**config.mk**
```make
export PLATFORM = sky130hd
export DESIGN_NAME = uf_load_cdb
export DESIGN_NICKNAME = d
export VERILOG_FILES = /design/src/rtl/uf_load_cdb.sv
export SDC_FILE = /design/constraint.sdc
export NUM_CORES = 1
export LEC_CHECK = 0
export BUFFER_PORTS_ARGS = -buffer_cell sky130_fd_sc_hd__buf_2
export CAP_MARGIN = 20
export CORE_ASPECT_RATIO = 1.1
export CORE_UTILIZATION = 40
export CTS_CLUSTER_SIZE = 8
export DETAILED_ROUTE_END_ITERATION = 12
export HOLD_SLACK_MARGIN = 0.06
export PLACE_DENSITY_LB_ADDON = 0.08
export SYNTH_ARGS = -nofsm -noshare
export SYNTH_HDL_FRONTEND = slang
export SYNTH_SLANG_ARGS = --single-unit
```
**constraint.sdc**
```tcl
create_clock -name Clock -period 2.8 [get_ports Clock]
set_input_delay 0.56 -clock Clock [delete_from_list [all_inputs] [get_ports Clock]]
set_output_delay 0.56 -clock Clock [all_outputs]
set_load 0.02 [all_outputs]
```
**src/rtl/uf_load_cdb.sv**
```systemverilog
// LOAD functional unit: effective-address read, memory wait, CDB arbitration and one-cycle broadcast.
// Optional memory-wait timeout enabled by defining LOAD_MEM_TIMEOUT_EN.
module uf_load_cdb #(
  parameter int                DATA_W         = 16,
  parameter int                ADDR_W         = 7,
  parameter int                TAG_W          = 3,
  parameter logic [DATA_W-1:0] VAL_SEM_VALOR  = 16'hFFF0,
  parameter logic [TAG_W-1:0]  TAG_SEM_VALOR  = 3'b000,
  parameter int                TIMEOUT_CYCLES = 16
) (
  input  logic              Clock,
  input  logic              Reset,
  input  logic              Ready_to_uf,
  input  logic [DATA_W-1:0] Op1,
  input  logic [DATA_W-1:0] Op2,
  input  logic [TAG_W-1:0]  Rs_tag,
  output logic              Uf_busy,
  output logic              Mem_rd,
  output logic [ADDR_W-1:0] Mem_addr,
  input  logic              Mem_valid,
  input  logic [DATA_W-1:0] Mem_data,
  output logic              CDB_req,
  input  logic              CDB_grant,
  output logic [TAG_W-1:0]  Qi_CDB,
  output logic [DATA_W-1:0] Qi_CDB_data,
  output logic              Done,
  output logic              Err
);

  typedef enum logic [2:0] {IDLE, ADDR, MEM_WAIT, CDB_REQ, BCAST} state_t;

  state_t              r_state;
  state_t              w_next;
  logic                w_accept;
  logic                w_timeout;
  logic [ADDR_W-1:0]   w_ea;
  logic [TAG_W-1:0]    r_tag;
  logic [DATA_W-1:0]   r_data;
  logic                r_busy;
  logic                r_mem_rd;
  logic [ADDR_W-1:0]   r_mem_addr;
  logic                r_cdb_req;
  logic [TAG_W-1:0]    r_qi;
  logic [DATA_W-1:0]   r_qi_data;
  logic                r_done;
  logic                r_err;

  assign w_accept = Ready_to_uf && (Op1 != VAL_SEM_VALOR) && (Op2 != VAL_SEM_VALOR)
                    && (Rs_tag != TAG_SEM_VALOR);
  // Low ADDR_W bits of the sum equal the truncated DATA_W-wide sum.
  assign w_ea     = Op1[ADDR_W-1:0] + Op2[ADDR_W-1:0];

`ifdef LOAD_MEM_TIMEOUT_EN
  localparam int CNT_W = (TIMEOUT_CYCLES > 1) ? $clog2(TIMEOUT_CYCLES) : 1;
  logic [CNT_W-1:0] r_cnt;

  // r_cnt equals the number of MEM_WAIT cycles already spent without data.
  always_ff @(posedge Clock) begin
    if (Reset || r_state != MEM_WAIT) r_cnt <= '0;
    else if (!Mem_valid)              r_cnt <= r_cnt + 1'b1;
  end

  assign w_timeout = (r_state == MEM_WAIT) && !Mem_valid
                     && (r_cnt == CNT_W'(TIMEOUT_CYCLES - 1));
`else
  logic w_unused_timeout;
  assign w_unused_timeout = ^TIMEOUT_CYCLES;
  assign w_timeout        = 1'b0;
`endif

  always_comb begin
    w_next = r_state;
    case (r_state)
      IDLE:     if (w_accept) w_next = ADDR;
      ADDR:     w_next = MEM_WAIT;
      MEM_WAIT: begin
        if (Mem_valid)      w_next = CDB_REQ;
        else if (w_timeout) w_next = BCAST;
      end
      CDB_REQ:  if (CDB_grant) w_next = BCAST;
      BCAST:    w_next = IDLE;
      default:  w_next = IDLE;
    endcase
  end

  // Control and outputs: registered from the next state so every port is a flop.
  always_ff @(posedge Clock) begin
    if (Reset) begin
      r_state    <= IDLE;
      r_busy     <= 1'b0;
      r_mem_rd   <= 1'b0;
      r_mem_addr <= '0;
      r_cdb_req  <= 1'b0;
      r_qi       <= TAG_SEM_VALOR;
      r_qi_data  <= VAL_SEM_VALOR;
      r_done     <= 1'b0;
      r_err      <= 1'b0;
    end else begin
      r_state   <= w_next;
      r_busy    <= (w_next != IDLE);
      r_mem_rd  <= (w_next == ADDR);
      r_cdb_req <= (w_next == CDB_REQ);
      r_done    <= (w_next == BCAST);
      r_err     <= w_timeout;
      r_qi      <= (w_next == BCAST) ? r_tag : TAG_SEM_VALOR;
      r_qi_data <= (w_next == BCAST && !w_timeout) ? r_data : VAL_SEM_VALOR;
      if (r_state == IDLE && w_accept) r_mem_addr <= w_ea;
    end
  end

  // Datapath latches: no reset, qualified by the state that owns them.
  always_ff @(posedge Clock) begin
    if (r_state == IDLE && w_accept)      r_tag  <= Rs_tag;
    if (r_state == MEM_WAIT && Mem_valid) r_data <= Mem_data;
  end

  assign Uf_busy     = r_busy;
  assign Mem_rd      = r_mem_rd;
  assign Mem_addr    = r_mem_addr;
  assign CDB_req     = r_cdb_req;
  assign Qi_CDB      = r_qi;
  assign Qi_CDB_data = r_qi_data;
  assign Done        = r_done;
  assign Err         = r_err;

endmodule

```
### Yosys cells after proc, flatten, opt, wreduce, memory -nomap -nowiden

Index checks and enable logic that the tools add are counted.

| operators by class | value |
|---|---|
| $add $sub $neg | 1 |
| equal/unequal tests | 8 |
| muxes and demuxes | 4 |
| bitwise operators | 1 |
| reductions and logical operators | 9 |

Operators with widths:

| operator | number |
|---|---|
| 16-bit inequality test, second input constant | 2 |
| 3-bit one-hot mux with 4 select lines | 1 |
| 3-bit by 2-bit == test with 1-bit output, second input constant | 3 |
| 3-bit 2-to-1 mux | 3 |
| 7-bit adder | 1 |
| 3-bit by 1-bit == test with 1-bit output, second input constant | 2 |
| 3-bit nonzero test | 2 |
| 1-bit logical AND | 5 |
| 3-bit == test, second input constant | 1 |
| 3-bit zero test | 1 |
| 2-bit OR reduction | 1 |
| 1-bit NOT | 1 |

| storage, ports and cells | value |
|---|---|
| bits in registers | 52 |
| input port bits | 56 |
| output and inout bits | 31 |
| logic and storage cells | 33 |

### Longest topological paths before layout

Gate-level depths: netlist of the first run.

| logic depth | value |
|---|---|
| depth in word-level cells | 9 |
| gate-level depth with buffers | 8 |
| depth with buffers taken out | 8 |

### Worst setup path before layout of the first run

Ideal clock, no wire load.

| path | value |
|---|---|
| path type | input-to-reg |
| start | input port Op1[0] |
| end | register r_mem_addr[6], in the netlist Mem_addr[6] |
| setup time | 0.073 ns |
| data arrival time | 1.933 ns |
| data required time | 2.727 ns |
| slack | 0.793 ns |
| stages | 8 |
| path buffers | 0 |
| cell sequence | ha_1 inv_1 fa_1 nor2b_4 o31a_1 a31o_1 o31a_1 nor3_2 |

| on the way | value |
|---|---|
| longest elaborated chain between the ends | 5 |
| elaborated cells between the ends (all ways) | 6 |
| classes of those cells | 1 x add/sub; 1 x eq/ne; 4 x reduce/logical |

Ends and longest elaborated chain:

| what | line | RTL |
|---|---|---|
| start, declared | 14 | `input logic [DATA_W-1:0] Op1,` |
| branches (longest 5 deep; another with 7-bit adder) | n/a |  |
| end signal, assigned | 107 | `if (r_state == IDLE && w_accept) r_mem_addr <= w_ea;` |
| end, declared | 41 | `logic [ADDR_W-1:0] r_mem_addr;` |

Parallel ways; which one is timed is not known.
A chain may end at the register's enable or synchronous reset.

### Worst setup path in the final report of the first run

Ends and elaborated chain as after synthesis.

==> impl_metrics.json, run 1 <==
{
  "outcome": "complete, no violations",
  "synth_cells": 157,
  "intPower_w": 0.00108,
  "fp-row-count": 26,
  "synth_cell_types": 40,
  "fp.dieArea_sq_um": 5200,
  "clkSinkCount": 52,
  "async_flop_share_pct": 0,
  "dp_hpwl_um": 2920,
  "finalNetCount": 310,
  "cts_buffer_depth": 2,
  "min_path_type": "reg2reg",
  "grt_max_degree": 17,
  "avgSynthCellArea_sq_um": 12.5,
  "drc": 0,
  "p_sw_share_pct": 24.6,
  "crit_chain": "buf_2 > ha_1 > inv_1 > fa_1 > nor2b_4 > o31a_1 > a31o_1 > o31a_1 > nor3_2",
  "root_buffer": "clkbuf_8",
  "avgRoutedWirePerCell_um": 12.2,
  "grt.total_usage_pct": 15.5,
  "combPwrFrac_pct": 14.2,
  "ant_nets": 0,
  "p_total_w": 0.00144,
  "io_pins": 87,
  "powerDensity_nw_per_um2": 564,
  "htree_levels": 2,
  "cts.clk_slew.worst_paths_ns": 0.09,
  "synth_area_leaders": "dfxtp_1 (34%), edfxtp_1 (29%), nand2b_1 (4.8%), ha_1 (3.8%), and2_1 (2.5%)",
  "die_x_um": 68.9,
  "drive_gt1_share_pct": 41.9,
  "critPathRequiredTime_ns": 3.03,
  "cts_hold_buf": 0,
  "clkLatencyLatePin_ns": 0.29,
  "yosys_warnings": 0,
  "drv_slew": 0,
  "cp_top_family": "compound AO/OA/AOI/OAI gates",
  "ir_drop_uv": 277,
  "grt_pass1_wl_um": 5810,
  "grt_overflow": 0,
  "finalSetupViolations": 0,
  "max_freq_mhz": 522,
  "viasPerCell": 4.61,
  "skew_ns": 0.00375,
  "syn-num-nets": 220,
  "io_buffer_count": 85,
  "fill_cells": 435,
  "cp-end-kind": "flip-flop",
  "start_util_pct": 42.0,
  "synth_area_leader_cell": "dfxtp_1",
  "min_period_ns": 1.92,
  "fin_crit_sh_pct": 68.4,
  "netlist_area_sq_um": 1970,
  "crit_path_max_fanout": 3,
  "via_count": 1402,
  "grt_pass1_vias": 1301,
  "crit_top_cell": "o31a_1",
  "ys_top_cells_by_count": "dfxtp_1 (33), edfxtp_1 (19), nand2b_1 (15)",
  "synth_edf_count": 19,
  "antenna_found_initial": 0,
  "crit_type": "in2reg",
  "start_kind": "primary input",
  "cp_slowest_stage_delay_ns": 0.30,
  "fp.dieH_um": 75.5,
  "max_cap_viol_count": 0,
  "yosysSeqAreaShare_pct": 62.6,
  "synth_flop_cell": "dfxtp_1",
  "final_util_pct": 54.4,
  "drt_iter0_markers": 40,
  "p_leak_nw": 1.09,
  "yosysMostFrequentCell": "dfxtp_1",
  "pwr-share-clk_pct": 28.3,
  "routed_wl_um": 3700,
  "hold_violations": 0,
  "ys_seq_elements": 52,
  "netSwitchingPower_w": 0.000355,
  "fin_tns_setup_ns": 0,
  "slowest_stage": "o31a_1",
  "cts_resized": 0,
  "synth_top_area_share_pct": 33.6,
  "cp.arrival_ns": 2.14,
  "gp_congestion": 0.790,
  "numCtsBuffers": 5,
  "drt_first_pass_iters": 4,
  "fp.coreArea_sq_um": 4680,
  "rsz0062_at_grt": "no",
  "path_buf_inv": 2,
  "antenna_cells": 0,
  "syn_to_final_growth_pct": 29.6,
  "post_cts_buffers": 0,
  "cts_tree": "built",
  "p_seq_share_pct": 57.5
}
==> power groups by stage <==
stage	Clock, W	Combinational, W	Sequential (W)
final	0.000408	0.000204	0.000827
after global routing	0.000456	0.000226	0.000831
after CTS	0.000427	0.000204	0.000827
after detailed placement	0	0.000203	0.000845
after global placement	0	0.000201	0.000845
after floorplan	0	0.000105	0.000864
==> through the flow <==
step | hold WS [ns] | cells | worst slack [ns] | instance area [sq um]
detailed placement | 0.406 | 295 | 0.534 | 2450
finish | 0.423 | 304 | 0.884 | 2550
floorplan | 0.401 | 157 | 0.793 | 1970
global placement | 0.403 | 295 | 0.586 | 2450
global route | 0.417 | 304 | 0.788 | 2550
CTS | 0.423 | 303 | 0.816 | 2540
==> layer usage <==
layer,wire length [um],GRT usage [%]
met1,1540,17.6
met2,1870,27.1
met5,0,0
met4,42,5.44
met3,245,4.79
==> cells by family after synthesis <==
kind of cell    after synthesis  synth area share, %
flops                        52                 62.6
xor+xnor                      4                 1.78
fa+ha+maj                     7                 4.83
buf+inv                      10                 2.48
compound gates               17                 6.11
simple gates                 62                 20.0
mux                           4                 2.04
other cells                   1                0.191
==> state kept, by name, summed over array words and instances (netlist names) <==
register and cells:
Qi_CDB_data 16, r_data 16, Mem_addr 7, Qi_CDB 3, r_state 3, r_tag 3, CDB_req 1, Done 1
Mem_rd 1, Uf_busy 1
==> worst paths after layout <==
check | start | endpoint | slack (ns) | depth (start not counted)
setup / recovery | Op1[0] | Mem_addr[6]$_SDFFE_PP0P_ | 0.88 | 9
hold / removal | r_data[4]$_DFFE_PP_ | Qi_CDB_data[4]$_SDFF_PP1_ | 0.42 | 1
setup reg to reg | r_state[0]$_SDFF_PP0_ | Mem_addr[3]$_SDFFE_PP0P_ | 1.27 | 6
hold reg to reg | r_data[4]$_DFFE_PP_ | Qi_CDB_data[4]$_SDFF_PP1_ | 0.42 | 1
==> placed cells by master, fill, tap and decap left out, types with 2 or more instances in the layout <==
cell type	count
a21oi_1	4
and2_1	8
buf_2	85
buf_4	2
clkbuf_8	5
dfxtp_1	33
edfxtp_1	19
ha_1	6
inv_1	4
mux2i_1	4
nand2_1	3
nand2b_1	15
nand4_1	4
nand4bb_1	4
nor2_1	11
nor3_1	6
nor3_2	3
nor4_2	2
o21a_1	2
o21ai_0	2
o31a_1	2
xnor2_1	2
xor2_1	2
==> final cells by class <==
| class | count | area [sq um] | area share (%) |
|---|---|---|---|
| tap | 56 | 70.1 | 2.75 |
| clock buffer | 5 | 68.8 | 2.70 |
| clock inverter | 3 | 17.5 | 0.687 |
| sequential | 52 | 1230 | 48.3 |
| timing repair buffer | 88 | 452 | 17.7 |
| multi-input combinational | 95 | 692 | 27.1 |
| inverter | 5 | 18.8 | 0.736 |
No activity file was read; power rests on OpenSTA's default activity.
==> run 2, diff against run 1 <==
- clock period: 2.8 -> 1.6 ns (I/O delays scaled with it)
==> impl_metrics.json, run 2 (same netlist as run 1, synthesis figures left out) <==
{
  "cp_slowest_stage_delay_ns": 0.31,
  "dp_hpwl_um": 2970,
  "routed_wl_um": 3640,
  "ir_drop_uv": 571,
  "min_period_ns": 1.51,
  "fin_crit_sh_pct": 94.7,
  "final_util_pct": 59.2,
  "htree_levels": 2,
  "cts_tree": "built",
  "antenna_found_initial": 0,
  "drc": 0,
  "clkLatencyLatePin_ns": 0.30,
  "fp-row-count": 26,
  "finalSetupViolations": 0,
  "p_leak_nw": 1.21,
  "outcome": "complete, no violations",
  "finalNetCount": 329,
  "grt_max_degree": 17,
  "drt_iter0_markers": 25,
  "grt_pass1_wl_um": 5790,
  "via_count": 1468,
  "start_util_pct": 42.0,
  "placed_cell_area_sq_um": 2610,
  "antenna_cells": 0,
  "crit_top_cell": "o31a_1",
  "rsz0062_at_grt": "no",
  "max_freq_mhz": 660,
  "root_buffer": "clkbuf_8",
  "cts.clk_slew.worst_paths_ns": 0.09,
  "grt_overflow": 0,
  "fp.dieH_um": 75.5,
  "die_x_um": 68.9,
  "fp.dieArea_sq_um": 5200,
  "slowest_stage": "o31a_1",
  "viasPerCell": 4.54,
  "drt_first_pass_iters": 4,
  "fp.coreArea_sq_um": 4680,
  "io_buffer_count": 85,
  "numCtsBuffers": 5,
  "whs_ns": 0.190,
  "clkSinkCount": 52,
  "gp_congestion": 0.724,
  "final_common_cell": "buf_2",
  "layout.cells.most_common_list": "buf_2 (85), dfxtp_1 (33), buf_4 (21)",
  "min_path_type": "in2reg",
  "avgRoutedWirePerCell_um": 11.3,
  "drive_gt1_share_pct": 47.6,
  "powerDensity_nw_per_um2": 1040,
  "grt.total_usage_pct": 15.3,
  "cts_buffer_depth": 2,
  "cp.arrival_ns": 1.74,
  "max_cap_viol_count": 0,
  "start_kind": "primary input",
  "ant_nets": 0,
  "syn_to_final_growth_pct": 40.9,
  "critPathRequiredTime_ns": 1.83,
  "hold_violations": 0,
  "drv_slew": 0,
  "skew_ns": 0.00581,
  "crit_path_max_fanout": 3,
  "crit_type": "in2reg",
  "crit_chain": "buf_2 > ha_4 > inv_2 > fa_2 > nor2b_4 > o31a_1 > a31o_1 > o31a_1 > nor3_2",
  "cp-end-kind": "flip-flop",
  "grt_pass1_vias": 1372,
  "io_pins": 87,
  "finish.instance_area_sq_um": 2770
}
[run 2: changes by cell type in the layout (fill, tap and decap cells not counted), sizes merged]
cell,change
inv,-1
clkbuf,+1
clkinv,-2
bufinv,+2
buf,+19
[run 2: final timing paths]
check / startpoint / endpoint / slack [ns] / depth (start not counted)
min reg2reg: r_data[9]$_DFFE_PP_ / Qi_CDB_data[9]$_SDFF_PP1_ / 0.43 / 1
max: Op1[0] / Mem_addr[6]$_SDFFE_PP0P_ / 0.09 / 9
min: Mem_data[1] / r_data[1]$_DFFE_PP_ / 0.19 / 1
max reg2reg: r_state[1]$_SDFF_PP0_ / Mem_addr[4]$_SDFFE_PP0P_ / 0.25 / 6
[run 2: area by class of cell]
class	instances	area (sq um)
fillers	407	1910
flip-flops and latches	52	1230
multi-input cells	95	716
repair buffers	107	603
clock buffers	6	72.6
well taps	56	70.1
clock inverters	2	60.1
inverters	5	18.8
[run 2: worst max-delay path, delay by kind of cell]
kind | cells | cell delay (ns)
buffers and inverters | 2 | 0.17
adders and majority gates | 2 | 0.38
AOI/OAI and AO/OA | 3 | 0.73
and+or+nand+nor | 2 | 0.14
[run 2: metal layers]
metal	wire [um]	global-route usage, %	vias up
met5	0	0	-
met4	48	4.99	0
met3	256	5.09	5
met2	1770	26.2	43
met1	1570	17.8	650
li1	-	-	770
[run 2: power breakdown]
part           total [W]  switching (W)  internal, W
Clock            0.00102       0.000399     0.000625
Sequential       0.00145      0.0000186      0.00143
Combinational   0.000412       0.000204     0.000207
[run 2: stage by stage]
stage	setup WS, ns	std cells	power [W]	setup TNS, ns
CTS	0.0871	323	0.00291	0
floorplan	-0.0335	157	0.00170	-0.0335
detailed placement	-0.399	314	0.00188	-4.94
finish	0.0852	323	0.00288	0
global route	0.0318	323	0.00301	0
global placement	-0.365	314	0.00187	-4.60
[run 2: repair_timing]
| action | CTS | global route |
|---|---|---|
| hold buffers | 0 | 0 |
| gates resized for setup | 1 | 0 |
| setup endpoints to repair | 14 | 0 |
| buffers inserted | 1 | 0 |
